File: src/rtl/uart_tx_arbiter.sv
`default_nettype none
// ============================================================================
// Module   : uart_tx_arbiter
// Purpose  : Round-robin scheduler sharing one uart_tx between NREQ producers.
//            Define UART_ARB_FIXED_PRIO_EN for fixed priority (lowest index wins).
// Revision : 1.0 - initial release
// ============================================================================
module uart_tx_arbiter #(
  parameter int NREQ = 4,
  parameter int DW   = 8
) (
  input  logic                    clk,
  input  logic                    rst,
  input  logic [NREQ-1:0]         i_req,
  input  logic [NREQ*DW-1:0]      i_data,
  output logic [NREQ-1:0]         o_ack,
  output logic [NREQ-1:0]         o_done,
  output logic [$clog2(NREQ)-1:0] o_grant_id,
  output logic                    o_busy,
  output logic                    o_tx_start,
  output logic [DW-1:0]           o_tx_data,
  input  logic                    i_tx_ready
);

  localparam int IW = $clog2(NREQ);

  typedef enum logic [2:0] {
    S_IDLE      = 3'd0,
    S_START     = 3'd1,
    S_WAIT_BUSY = 3'd2,
    S_WAIT_DONE = 3'd3,
    S_DONE      = 3'd4
  } state_t;

  state_t          r_state;
  state_t          w_state_nxt;
  logic [IW-1:0]   r_last;
  logic [IW-1:0]   r_grant;
  logic [IW-1:0]   w_winner;
  logic [DW-1:0]   r_tx_data;
  logic [NREQ-1:0] w_grant_oh;
  logic            w_capture;

  // Descending scan so the candidate closest to the search start is assigned last and wins.
  always_comb begin
    w_winner = '0;
`ifdef UART_ARB_FIXED_PRIO_EN
    for (int i = NREQ - 1; i >= 0; i--) begin
      if (i_req[i]) w_winner = IW'(i);
    end
`else
    for (int i = NREQ; i >= 1; i--) begin
      if (i_req[(int'(r_last) + i) % NREQ]) w_winner = IW'((int'(r_last) + i) % NREQ);
    end
`endif
  end

  assign w_capture  = (r_state == S_IDLE) && (|i_req) && i_tx_ready;
  assign w_grant_oh = NREQ'(1) << r_grant;

  always_ff @(posedge clk or negedge rst) begin
    if (!rst) r_state <= S_IDLE;
    else      r_state <= w_state_nxt;
  end

  always_comb begin
    w_state_nxt = r_state;
    o_tx_start  = 1'b0;
    o_busy      = 1'b0;
    o_ack       = '0;
    o_done      = '0;
    case (r_state)
      S_IDLE: begin
        if (w_capture) w_state_nxt = S_START;
      end
      S_START: begin
        o_tx_start  = 1'b1;
        o_busy      = 1'b1;
        o_ack       = w_grant_oh;
        w_state_nxt = S_WAIT_BUSY;
      end
      S_WAIT_BUSY: begin
        o_busy = 1'b1;
        if (!i_tx_ready) w_state_nxt = S_WAIT_DONE;
      end
      S_WAIT_DONE: begin
        o_busy = 1'b1;
        if (i_tx_ready) w_state_nxt = S_DONE;
      end
      // Done pulse gets its own cycle, which also enforces the one-IDLE gap before re-arbitration.
      S_DONE: begin
        o_done      = w_grant_oh;
        w_state_nxt = S_IDLE;
      end
      default: w_state_nxt = S_IDLE;
    endcase
  end

  always_ff @(posedge clk or negedge rst) begin
    if (!rst) begin
      r_last    <= IW'(NREQ - 1);
      r_grant   <= '0;
      r_tx_data <= '0;
    end else if (w_capture) begin
      r_last    <= w_winner;
      r_grant   <= w_winner;
      r_tx_data <= i_data[int'(w_winner)*DW +: DW];
    end
  end

  assign o_grant_id = r_grant;
  assign o_tx_data  = r_tx_data;

endmodule
`default_nettype wire
File: config.mk
export PLATFORM = sky130hd
export DESIGN_NAME = uart_tx_arbiter
export DESIGN_NICKNAME = d
export VERILOG_FILES = /design/src/rtl/uart_tx_arbiter.sv
export SDC_FILE = /design/constraint.sdc
export NUM_CORES = 1
export LEC_CHECK = 0
export BUFFER_PORTS_ARGS = -buffer_cell sky130_fd_sc_hd__buf_2
export CAP_MARGIN = 40
export CORE_ASPECT_RATIO = 0.75
export CORE_UTILIZATION = 46
export DETAILED_ROUTE_END_ITERATION = 10
export GPL_ROUTABILITY_DRIVEN = 0
export PLACE_DENSITY = 0.86
export SYNTH_ARGS = -nofsm -noshare
export SYNTH_HDL_FRONTEND = slang
export SYNTH_SLANG_ARGS = --single-unit
File: constraint.sdc
create_clock -name clk -period 3 [get_ports clk]
set_input_delay 0.3 -clock clk [delete_from_list [all_inputs] [get_ports clk]]
set_output_delay 0.3 -clock clk [all_outputs]
set_load 0.03 [all_outputs]
### Yosys cells after proc, flatten, opt, wreduce, memory -nomap -nowiden

Cells that the tools add are included.

* word-level logic and storage cells: 59
* register bits after elaboration: 15
* input port bits: 39
* RAM bits: 0
* output and inout port bits: 20
* memories: 0
* latch bits: 0
* memory bits (read-only): 0

* equal/unequal tests: 7
* $add $sub $neg: 4
* multiplexer cells: 24
* divide/modulo/power cells: 0
* magnitude comparators: 4
* shift-type cells: 2
* bitwise gates (word level): 4
* reduce and logical (&&, ||, !) cells: 10
* multiply operators: 0

Operator list (count)
* variable part select 32 x 6 -> 8 bit: 1
* < comparator 3 x 4 -> 1 bit (second input constant): 4
* case mux 3 bit (4 select lines): 1
* 2-to-1 mux 1 bit: 10
* 2-to-1 mux 3 bit: 3
* binary-select mux 1 bit (select 2 bit): 4
* 2-to-1 mux 2 bit: 4
* 2-to-1 mux 4 bit: 2
* OR reduction 2 bit: 4
* equality test 3 x 2 -> 1 bit (second input constant): 2
* inequality test 2 bit (second input constant): 3
* adder 2 x 1 -> 2 bit (second input constant): 2
* adder 2 bit (second input constant): 2
* AND 1 bit (first input constant): 4
* OR reduction 4 bit: 1
* left shift 1 x 2 -> 4 bit (first input constant): 1
* equality test 3 x 1 -> 1 bit (second input constant): 1
* equality test 3 bit (second input constant): 1
* zero test 3 bit: 1
* AND reduction 3 bit: 1
* OR reduction 3 bit: 1
* logical AND 1 bit: 2

### Depth between registers and ports, before layout

Gate-level depths: netlist (run 1).

* word-level depth: 11
* mapped depth: 6

### Worst setup path before layout (run 1)

Ideal clock, no wire load.

* kind: reg-to-output
* start point: register r_state[2]
* end point: output o_ack[0]
* arrival time: 1.585 ns
* path buffers: 0
* cell stages (with the launch flop): 3
* slack: 1.115 ns
* cells stage by stage: dfrtp_1 -> or3b_2 -> nor3_1

* longest elaborated chain between the ends: 2

Ends and longest elaborated chain
* start, declared: RTL line 35 `state_t r_state;`
* start signal, assigned: RTL line 63 `else r_state <= w_state_nxt;`
* equality test 3 x 1 -> 1 bit: RTL line 72 `case (r_state)`
* 2-to-1 mux 4 bit: RTL line 72
* end, declared: RTL line 16 `output logic [NREQ-1:0] o_ack,`

No other way between the ends.

### Final worst setup path (run 1)

* start point: register r_state[1]
* end point: register r_tx_data[7], in the netlist o_tx_data[7]

* longest elaborated chain between the ends: 3

Ends and longest elaborated chain
* zero test 3 bit: RTL line 58 `assign w_capture = (r_state == S_IDLE) && (|i_req) && i_tx_ready;`
* logical AND 1 bit (2 in a row): RTL line 58
* end signal, assigned: RTL line 107 `r_tx_data <= i_data[int'(w_winner)*DW +: DW];`
* end, declared: RTL line 40 `logic [DW-1:0] r_tx_data;`

No other way between the ends.
A chain may end at the register's enable or synchronous reset.

==> qor.csv, run 1 <==
stage,metric,value,unit
synthesis,sequential share of the synthesized area,37.6,%
placement,DP Area,0.00131,mm2
setup_path,WP data required,3.21,ns
final_layout,area delta synth->final,33.6,%
sta,Clock Skew,0.00584,ns
sta,final hold vios,0,
sta,final-report setup violation count,0,
power_and_ir_drop,Clock Power Share,9.7,%
final_layout,Non-Filler Instances,197,
sta,Rel. slew slack,56.1,%
floorplanning,Top-Level Pins,59,
setup_path,Critical Path Source Type,flop,
sta,RSZ-0062 raised after global routing,no,
detailed_routing,drt pass-1 iters,4,
power_and_ir_drop,Net Sw Frac,48.4,%
clock_network,CTS tree,yes,
detailed_routing,DRT antenna net count,0,
power_and_ir_drop,sequential power share,33.9,%
final_layout,layout cell share with drive strength beyond 1,45.7,%
detailed_routing,Vias/cell,5.58,
sta,Fmax,0.425,GHz
power_and_ir_drop,NetSw,552,uW
clock_network,CTS buffer count,3,
synthesis,fraction of the mapped netlist area in adder cells,0,%
run_status,outcome,"finished, final reports clean",
clock_network,Clock Latency Late Sink,0.28,ns
sta,Tcrit/Tclk final,78.5,%
detailed_routing,final wirelength,2.60,mm
setup_path,Critical Path End,o_tx_data[7],
clock_network,worst-case clock buffer depth,2,
global_routing,first-pass GRT wire length,4.14,mm
floorplanning,Die Footprint,0.00238,mm2
placement,Inst Count DP,192,
final_layout,"commonest cells after routing, fill and taps aside","buf_2, nand3_1, dfrtp_1",
sta,final worst path period need,2.35,ns
clock_network,clk slew on worst S/H paths,0.08,ns
sta,setup TNS,0,ns
final_layout,Layout Nets,213,
synthesis,Mapped Cells,114,
synthesis,mux share of post-synthesis cell area,1.49,%
synthesis,synthesis-stage register bit count,15,
clock_network,H-Tree Depth,1,
setup_path,Worst R2R Path Depth,5,
detailed_routing,wire length per cell,13.2,um
floorplanning,Horiz. Die Dim,56.0,um
global_routing,pin count of the biggest net entering global routing,19,
global_routing,gr ovfl total,0,
setup_path,Critical Path Source,r_state[1],
power_and_ir_drop,internal power,587,uW
final_layout,"commonest non-fill, non-tap cell in the layout",buf_2,
setup_path,CP max FO,13,
power_and_ir_drop,Comb pwr share,56.4,%
setup_path,critical path type,flop to flop,
global_routing,initial antenna violation count,0,
setup_path,R2R Path End,o_tx_data[7],
global_routing,Tot GR Track Use,22.1,%
synthesis,synthesized net count,153,
sta,final slew viol count,0,
synthesis,"Top FF cell, synth",dfrtp_1,
final_layout,# diodes,0,
synthesis,asr flop ratio synth,100,%
detailed_routing,number of remaining DRC errors,0,
synthesis,"EDFF count, synth",0,
synthesis,"Avg Cell Area, Syn",8.81,um2
setup_path,flop2flop setup slack,0.65,ns
power_and_ir_drop,Max rail drop VDD,560,uV
placement,Port Buffer Count,58,
final_layout,fillcell total,179,
synthesis,simple-gate portion of the synthesized area,30.8,%
sta,Worst-Margin Slew,0.659,ns
placement,HPWL Detailed,1.99,mm
floorplanning,chip height,42.5,um
setup_path,CP Capture Type,flop,
synthesis,main combinational cell family by area after synthesis,simple AND/OR/NAND/NOR gates,
min_path,worst hold path type,input pin to flop,
power_and_ir_drop,Pleak,0.000688,uW
floorplanning,row count,14,
global_routing,number of global-route vias before repair,944,
clock_network,CTS root buf,clkbuf_4,
floorplanning,floorplan core area,0.00203,mm2
synthesis,yosys warns,0,
clock_network,PostCTS Resize Cnt,0,
clock_network,Clock Sinks,15,
final_layout,Finished Cell Area,0.00134,mm2
synthesis,mapped cell area,0.00100,mm2
synthesis,synth unique cells,35,
synthesis,XOR/XNOR Fraction of Synth Area,0,%
job,maxcap violations,0,
power_and_ir_drop,Pwr per Cell Area,849,mW/mm2
synthesis,Compound-Gate Fraction of Synth Area,27.5,%
setup_path,reg2reg start,r_state[1],
floorplanning,initial core utilization,49.4,%
detailed_routing,via count,1100,
setup_path,"Arr. time, crit path",2.57,ns
detailed_routing,Initial DRC Count,44,
==> kinds of logic (layout without fill, tap and decap cells) <==
family	after synthesis	in the layout
multiplexers	1	1
buffers and inverters	6	65
flip-flops	15	15
AND/OR/NAND/NOR	56	56
AO/OA/AOI/OAI	36	36
==> synthesized netlist by cell type, drive strengths merged, types with 2 or more instances <==
library cell,number,area share (%)
nand2,4,1.5
nand3,17,8.5
buf,2,1.0
and3,9,6.4
o21ai,8,4.0
clkbuf,2,0.87
nand2b,3,1.9
nor2,12,4.5
a21o,2,1.6
a22oi,9,7.2
dfrtp,13,32
nor3,4,2.5
dfstp,2,5.2
inv,2,0.75
a21oi,3,1.5
a21boi,9,6.7
==> stage by stage <==
stage | hold slack (ns) | total power (uW) | util (%) | setup WS, ns
global route | 0.258 | 1220 | 66.1 | 0.438
finish | 0.246 | 1140 | 66.1 | 0.645
floorplan | 0.00441 | 857 | - | 1.12
CTS | 0.233 | 1150 | 66.1 | 0.657
detailed placement | 0.220 | 1030 | 64.3 | 0.677
global placement | 0.218 | 1010 | 64.3 | 0.827
==> area by class of cell <==
| class | count | area, um2 | share of cell area (%) |
|---|---|---|---|
| multi-input cells | 93 | 601 | 44.7 |
| flip-flops and latches | 15 | 378 | 28.1 |
| inverters | 2 | 7.51 | 0.559 |
| repair buffers | 59 | 300 | 22.4 |
| well taps | 24 | 30.0 | 2.24 |
| clock buffers | 4 | 26.3 | 1.96 |
==> power groups by stage <==
stage	Clock [uW]	Sequential (uW)	Combinational, uW
3_3_place_gp	0	380	627
6_report	110	386	643
5_1_grt	119	401	703
3_5_place_dp	0	389	645
2_1_floorplan	0	494	363
4_1_cts	114	385	647
==> how the worst min path moves through the flow <==
stage,from,endpoint,slack (ns),depth (start not counted)
floorplan,rst,o_grant_id[0],0.004,0
CTS,i_data[20],o_tx_data[4],0.23,3
detailed placement,rst,o_tx_data[2],0.22,1
finish,i_data[20],o_tx_data[4],0.25,3
global placement,rst,o_tx_data[7],0.22,1
global route,i_data[20],o_tx_data[4],0.26,3
==> routing by layer <==
layer,vias to the layer above,track usage [%],part of all wire (%)
met5,-,0,0
met4,0,5.37,1.3
met3,6,4.94,4.9
met2,37,33.6,47
met1,509,32.1,47
li1,548,-,-
==> state kept, by name, indices dropped and copies added, names as in the netlist <==
register    count
o_tx_data       8
r_state         3
o_grant_id      2
r_last          2
==> critical path, stage by stage, from the launching register on <==
cell and delay (ns):
dfrtp_1 0.42, nor2_1 0.27, nand4b_1 0.57, a2111oi_4 0.75, a22oi_1 0.16, nand3_1 0.12
==> timing repair <==
action	4_1_cts	5_1_grt
setup buffers	0	0
hold endpoints to repair	13	0
hold buffers	1	0
Power figures use the tool's default switching activity.
==> run 2: changes to the inputs <==
--- a/config.mk
+++ b/config.mk
@@ -5,13 +5,14 @@
 export SDC_FILE = /design/constraint.sdc
 export NUM_CORES = 1
 export LEC_CHECK = 0
+export ABC_AREA = 1
 export BUFFER_PORTS_ARGS = -buffer_cell sky130_fd_sc_hd__buf_2
 export CAP_MARGIN = 40
 export CORE_ASPECT_RATIO = 0.75
-export CORE_UTILIZATION = 46
+export CORE_UTILIZATION = 42
 export DETAILED_ROUTE_END_ITERATION = 10
 export GPL_ROUTABILITY_DRIVEN = 0
-export PLACE_DENSITY = 0.86
+export PLACE_DENSITY = 0.78
 export SYNTH_ARGS = -nofsm -noshare
 export SYNTH_HDL_FRONTEND = slang
 export SYNTH_SLANG_ARGS = --single-unit
==> constraint.sdc (replaced) <==
create_clock -name clk -period 2.1 [get_ports clk]
set_input_delay 0.21 -clock clk [delete_from_list [all_inputs] [get_ports clk]]
set_output_delay 0.21 -clock clk [all_outputs]
set_load 0.03 [all_outputs]
==> qor.csv, run 2 <==
stage,metric,value,unit,change
min_path,WHS Path Cells,3,,unchanged
setup_path,CP max FO,27,,+14
final_layout,# diodes,0,,unchanged
sta,Clock Skew,0.000531,ns,-0.00531 ns
final_layout,max FFs per register,8,,unchanged
sta,RSZ-0062 raised after global routing,no,,
floorplanning,initial core utilization,46.4,%,-3.1 points
synthesis,XOR/XNOR Fraction of Synth Area,0,%,unchanged
detailed_routing,number of remaining DRC errors,0,,unchanged
detailed_routing,drt pass-1 iters,4,,unchanged
detailed_routing,met2 wire len,1.17,mm,-4.3%
synthesis,sequential share of the synthesized area,29.7,%,-7.9 points
min_path,WHS Endpoint,o_tx_data[7],,
sta,Tcrit/Tclk final,91.1,%,+13 points
setup_path,CP max stage delay,0.65,ns,-0.10 ns
synthesis,"Avg Cell Area, Syn",6.66,um2,-24%
global_routing,pin count of the biggest net entering global routing,28,,+9
sta,final worst path period need,1.91,ns,-0.442 ns
synthesis,yosys warns,0,,unchanged
sta,final slew viol count,0,,unchanged
detailed_routing,Highest Signal Layer,met4,,
final_layout,final core occ,59.4,%,-6.7 points
setup_path,critical path type,flop to flop,,
synthesis,asr flop ratio synth,100,%,unchanged
sta,Rel. slew slack,76.6,%,+21 points
floorplanning,Die Footprint,0.00325,mm2,+37%
setup_path,reg2reg start,r_last[0],,
detailed_routing,Initial DRC Count,42,,-4.5%
floorplanning,row count,16,,+2
final_layout,"commonest non-fill, non-tap cell in the layout",buf_2,,
power_and_ir_drop,Pleak,0.000975,uW,+42%
sta,WHS,0.227,ns,-0.0190 ns
power_and_ir_drop,Max rail drop VDD,714,uV,+28%
setup_path,Worst R2R Path Depth,12,,+7
detailed_routing,WL met3,201,um,+58%
min_path,worst hold start,i_data[23],,
placement,Inst Count DP,282,,+47%
synthesis,cell accounting for the most synthesized area,dfrtp_1,,
synthesis,synth unique cells,25,,-29%
clock_network,CTS buffer count,3,,unchanged
setup_path,"Arr. time, crit path",2.03,ns,-0.54 ns
power_and_ir_drop,Pwr per Cell Area,1590,mW/mm2,+88%
synthesis,"Top FF cell, synth",dfrtp_1,,
setup_path,"critical path, cell by cell","inv_8, nand2_1, nand2_1, nand2_1, nand2_1, inv_2, nand2_4, nand2_8, nand2_8, or2_1, nand3_1, nand3_1",,
synthesis,Compound-Gate Fraction of Synth Area,6.30,%,-21 points
sta,Fmax,0.523,GHz,+23%
clock_network,CTS tree,yes,,
synthesis,mux share of post-synthesis cell area,0.886,%,-0.61 points
sta,final-report setup violation count,0,,unchanged
synthesis,Mapped Cells,191,,+68%
detailed_routing,final wirelength,2.85,mm,+9.9%
setup_path,"CP delay by family, top",simple AND/OR/NAND/NOR gates,,
detailed_routing,Vias/cell,4.68,,-16%
synthesis,largest cells by area after synthesis,"dfrtp_1, nand2_1, inv_1",,
synthesis,synthesis-stage register bit count,15,,unchanged
job,maxcap violations,0,,unchanged
final_layout,fillcell total,264,,+47%
setup_path,Worst Path Buf+Inv,2,,+2
placement,HPWL Detailed,2.37,mm,+19%
clock_network,worst-case clock buffer depth,2,,unchanged
sta,setup TNS,0,ns,unchanged
detailed_routing,wl on met1,1.45,mm,+20%
final_layout,layout cell share with drive strength beyond 1,34.3,%,-11 points
final_layout,area delta synth->final,28.1,%,
synthesis,simple-gate portion of the synthesized area,47.4,%,+17 points
synthesis,post-synth top area share,25.6,%,-6.8 points
global_routing,first-pass GRT wire length,4.95,mm,+19%
synthesis,"count leader, synth",nand2_1,,
setup_path,CP Capture Type,flop,,
min_path,worst hold path type,input pin to flop,,
global_routing,Tot GR Track Use,19.8,%,-2.3 points
setup_path,WP data required,2.22,ns,-0.99 ns
floorplanning,Top-Level Pins,59,,unchanged
sta,Worst-Margin Slew,0.349,ns,-0.310 ns
placement,Port Buffer Count,58,,unchanged
sta,final hold vios,0,,unchanged
setup_path,R2R Path End,o_tx_data[5],,
clock_network,H-Tree Depth,1,,unchanged
run_status,outcome,"finished, final reports clean",,
setup_path,flop2flop setup slack,0.19,ns,-0.46 ns
synthesis,synthesized net count,230,,+50%
clock_network,Clock Sinks,15,,unchanged
detailed_routing,DRT antenna net count,0,,unchanged
power_and_ir_drop,PnR Total Power,2590,uW,+130%
global_routing,number of global-route vias before repair,1145,,+21%
clock_network,clk slew on worst S/H paths,0.06,ns,-0.02 ns
final_layout,Non-Filler Instances,287,,+46%
clock_network,PostCTS Resize Cnt,0,,unchanged
synthesis,"EDFF count, synth",0,,unchanged
synthesis,Post-synth top cells,"nand2_1, inv_1, nand3_1",,
global_routing,initial antenna violation count,0,,unchanged
final_layout,Layout Nets,291,,+37%
synthesis,mapped cell area,0.00127,mm2,+27%
global_routing,gr ovfl total,0,,unchanged
setup_path,Critical Path Source Type,flop,,
setup_path,cell repeated most along the worst path,nand2_1,,
floorplanning,Horiz. Die Dim,65.5,um,+17%
detailed_routing,wire length per cell,9.94,um,-25%
setup_path,slowest CP cell,dfstp_2,,
floorplanning,floorplan core area,0.00274,mm2,+35%
final_layout,"commonest cells after routing, fill and taps aside","buf_2, nand2_1, inv_1",,
clock_network,CTS root buf,clkbuf_8,,
detailed_routing,via count,1343,,+22%
floorplanning,chip height,49.6,um,+17%
synthesis,fraction of the mapped netlist area in adder cells,0,%,unchanged
clock_network,Clock Latency Late Sink,0.24,ns,-0.04 ns
synthesis,main combinational cell family by area after synthesis,simple AND/OR/NAND/NOR gates,,
[run 2: cell count changes in the layout (fill, tap and decap cells not counted), moves of 6 or more]
cell	change
inv_1	+36
nand3_1	+9
and3_2	-6
a22oi_1	-8
a21boi_0	-9
nand2_2	+12
nand2_1	+47
[run 2: where the power goes]
group          internal, uW  switching, uW  total (uW)
Combinational           581           1210        1790
Clock                   134           91.8         226
Sequential              439            131         570
[run 2: tightest hold or removal path, delay by kind of cell]
family,cells,cell delay [ns]
AO/OA/AOI/OAI,1,0.08
AND/OR/NAND/NOR,1,0.07
buffers and inverters,1,0.07
[run 2: worst max-delay path by stage]
| stage | from | endpoint | slack (ns) | cells after the start |
|---|---|---|---|---|
| floorplan | r_state[2] | o_ack[0] | -0.007 | 5 |
| global placement | r_last[0] | o_tx_data[5] | 0.20 | 10 |
| detailed placement | r_last[0] | o_tx_data[5] | 0.18 | 12 |
| CTS | r_last[0] | o_tx_data[5] | 0.17 | 12 |
| global route | r_last[0] | o_tx_data[0] | 0.007 | 10 |
| finish | r_last[0] | o_tx_data[5] | 0.19 | 12 |
[run 2: per-stage QoR]
step / worst slack [ns] / area, um2
after floorplan: -0.00746 / 1270
after global placement: 0.196 / 1570
after detailed placement: 0.184 / 1570
after CTS: 0.175 / 1630
after global routing: 0.00700 / 1630
final: 0.188 / 1630
[run 2: repair_timing]
action,4_1_cts,5_1_grt
hold endpoints to repair,13,0
buffers inserted,0,0
hold buffers,1,0
[run 2: final cells by class]
class / instances / area (um2) / share of cell area [%]
Timing Repair Buffer: 60 / 308 / 18.9
Inverter: 40 / 158 / 9.68
Clock buffer: 4 / 45.0 / 2.77
Sequential cell: 15 / 378 / 23.2
Multi-Input combinational cell: 132 / 694 / 42.7
Tap cell: 36 / 45.0 / 2.77
[run 2: cells by family (layout without fill, tap and decap cells)]
logic type / count (synthesis) / in the layout
AND/OR/NAND/NOR: 118 / 118
buffers and inverters: 44 / 104
flip-flops: 15 / 15
AO/OA/AOI/OAI: 13 / 13
multiplexers: 1 / 1
[run 2: metal layers]
| layer | GRT usage (%) | up-vias |
|---|---|---|
| met4 | 7.61 | 0 |
| met5 | 0 | - |
| met1 | 28.7 | 564 |
| li1 | - | 716 |
| met2 | 29.4 | 61 |
| met3 | 3.01 | 2 |
==> run 3: changes to the inputs <==
--- a/config.mk
+++ b/config.mk
@@ -8,11 +8,13 @@
 export ABC_AREA = 1
 export BUFFER_PORTS_ARGS = -buffer_cell sky130_fd_sc_hd__buf_2
 export CAP_MARGIN = 40
+export CELL_PAD_IN_SITES_DETAIL_PLACEMENT = 0
+export CELL_PAD_IN_SITES_GLOBAL_PLACEMENT = 2
 export CORE_ASPECT_RATIO = 0.75
-export CORE_UTILIZATION = 42
+export CORE_UTILIZATION = 21
 export DETAILED_ROUTE_END_ITERATION = 10
 export GPL_ROUTABILITY_DRIVEN = 0
-export PLACE_DENSITY = 0.78
+export PLACE_DENSITY = 0.77
 export SYNTH_ARGS = -nofsm -noshare
 export SYNTH_HDL_FRONTEND = slang
 export SYNTH_SLANG_ARGS = --single-unit
==> qor.csv, run 3 (synthesized netlist as in run 2, its figures left out) <==
stage,metric,value,unit,change
floorplanning,Die Footprint,0.00637,mm2,+96%
floorplanning,Horiz. Die Dim,91.8,um,+40%
detailed_routing,Initial DRC Count,18,,-57%
sta,final-report setup violation count,0,,unchanged
final_layout,layout cell share with drive strength beyond 1,34.3,%,unchanged
final_layout,max FFs per register,8,,unchanged
sta,Rel. slew slack,76.4,%,-0.20 points
final_layout,"commonest cells after routing, fill and taps aside","buf_2, nand2_1, inv_1",,
setup_path,slowest CP cell,dfstp_2,,
final_layout,fillcell total,683,,+160%
setup_path,cell repeated most along the worst path,nand2_2,,
detailed_routing,number of remaining DRC errors,0,,unchanged
setup_path,"critical path, cell by cell","inv_8, nand2_2, nand2_2, nand2_1, nand2_2, nand2_4, nand2_4, nand2_8, nand2_8, or2_1, nand3_1, nand3_1",,
final_layout,Non-Filler Instances,329,,+15%
global_routing,pin count of the biggest net entering global routing,28,,unchanged
setup_path,flop2flop setup slack,0.18,ns,about the same
floorplanning,row count,24,,+8
power_and_ir_drop,Clock Power Share,9.1,%,+0.4 points
power_and_ir_drop,Pwr per Cell Area,1560,mW/mm2,-1.7%
power_and_ir_drop,Comb pwr share,69.2,%,about the same
clock_network,clk slew on worst S/H paths,0.06,ns,about the same
setup_path,CP max stage delay,0.64,ns,about the same
sta,final hold vios,0,,unchanged
setup_path,"Arr. time, crit path",2.04,ns,about the same
global_routing,first-pass GRT wire length,5.98,mm,+21%
final_layout,area delta synth->final,32.2,%,
clock_network,worst-case clock buffer depth,2,,unchanged
sta,final slew viol count,0,,unchanged
global_routing,grt met3 use,3.18,%,+0.17 points
sta,Clock Skew,0.00589,ns,+0.00536 ns
placement,HPWL Detailed,2.87,mm,+21%
power_and_ir_drop,Pleak,0.000975,uW,unchanged
clock_network,H-Tree Depth,1,,unchanged
clock_network,Clock Sinks,15,,unchanged
min_path,worst hold path type,input pin to flop,,
sta,WHS,0.207,ns,-0.0199 ns
power_and_ir_drop,internal power,1150,uW,about the same
clock_network,CTS tree,yes,,
floorplanning,initial core utilization,21.8,%,-25 points
global_routing,met1 usage,17.7,%,-11 points
setup_path,critical path type,flop to flop,,
clock_network,Clock Latency Late Sink,0.25,ns,about the same
placement,Inst Count DP,324,,+15%
detailed_routing,final wirelength,3.46,mm,+21%
sta,final worst path period need,1.92,ns,+0.00576 ns
global_routing,Tot GR Track Use,11.6,%,-8.2 points
global_routing,global route hottest layer,met1,,
placement,Port Buffer Count,58,,unchanged
power_and_ir_drop,NetSw,1470,uW,+2.6%
global_routing,M2 GR Usage,16.5,%,-13 points
global_routing,gr ovfl total,0,,unchanged
detailed_routing,drt pass-1 iters,2,,-2
power_and_ir_drop,Net Sw Frac,56.1,%,+0.63 points
run_status,outcome,"finished, final reports clean",,
setup_path,Critical Path Source Type,flop,,
sta,Fmax,0.521,GHz,-0.30%
setup_path,Worst Path Buf+Inv,1,,-1
job,maxcap violations,0,,unchanged
global_routing,initial antenna violation count,0,,unchanged
setup_path,CP Capture Type,flop,,
floorplanning,chip height,69.4,um,+40%
sta,RSZ-0062 raised after global routing,no,,
detailed_routing,via count,1284,,-4.4%
power_and_ir_drop,sequential power share,21.7,%,-0.3 points
placement,worst slack at placement,0.187,ns,+0.00306 ns
sta,Setup WS post-layout,0.182,ns,-0.00576 ns
setup_path,WP data required,2.22,ns,about the same
final_layout,# diodes,0,,unchanged
sta,Tcrit/Tclk final,91.3,%,+0.27 points
detailed_routing,Vias/cell,3.90,,-17%
setup_path,CP max FO,27,,unchanged
clock_network,# Post-CTS Setup Buffers,0,,unchanged
detailed_routing,DRT antenna net count,0,,unchanged
global_routing,number of global-route vias before repair,1278,,+12%
clock_network,CTS root buf,clkbuf_8,,
final_layout,Layout Nets,291,,unchanged
floorplanning,Top-Level Pins,59,,unchanged
clock_network,CTS buffer count,3,,unchanged
detailed_routing,wire length per cell,10.5,um,+5.8%
sta,Worst-Margin Slew,0.354,ns,+0.00436 ns
final_layout,"commonest non-fill, non-tap cell in the layout",buf_2,,
floorplanning,floorplan core area,0.00583,mm2,+110%
setup_path,"CP delay by family, top",simple AND/OR/NAND/NOR gates,,
power_and_ir_drop,Max rail drop VDD,458,uV,-36%
run 3: cell type report:
| cell class | instances | area, um2 | share of cell area (%) |
|---|---|---|---|
| multi-input cells | 132 | 694 | 41.3 |
| flip-flops and latches | 15 | 378 | 22.5 |
| repair buffers | 60 | 308 | 18.3 |
| inverters | 40 | 158 | 9.38 |
| well taps | 78 | 97.6 | 5.81 |
| clock buffers | 4 | 45.0 | 2.68 |
run 3: metrics by stage:
step	utilization [%]	power, uW	setup TNS, ns	instance area, um2
floorplan	-	2110	-0.0299	1270
global placement	27.9	2420	0	1630
detailed placement	27.9	2420	0	1630
CTS	28.8	2670	0	1680
global route	28.8	2910	0	1680
finish	28.8	2630	0	1680
run 3: layer usage:
layer | wire (um) | up-vias
met5 | 0 | -
met4 | 7 | 0
met3 | 220 | 2
met2 | 1300 | 37
met1 | 1930 | 527
li1 | - | 718
run 3: power groups by stage:
stage          Clock, uW  Sequential [uW]  Combinational, uW
3_3_place_gp           0              578               1840
3_5_place_dp           0              578               1840
5_1_grt              264              594               2050
2_1_floorplan          0              710               1400
4_1_cts              251              574               1850
6_report             239              571               1820
run 3: timing repair:
action	in CTS	in global routing
setup endpoints to repair	0	0
gates resized for setup	0	0
hold buffers	1	0
hold endpoints to repair	13	0
run 3: path summary, 6_finish.rpt:
check                               endpoint  cells past startpoint          from
worst min register to register  o_tx_data[6]                      2  o_tx_data[6]
max in group asynchronous          r_last[0]                      2           rst
worst min-delay path              r_state[0]                      2    i_tx_ready
worst max-delay path            o_tx_data[0]                     12     r_last[0]
min in group asynchronous       o_tx_data[1]                      2           rst
worst max register to register  o_tx_data[0]                     12     r_last[0]
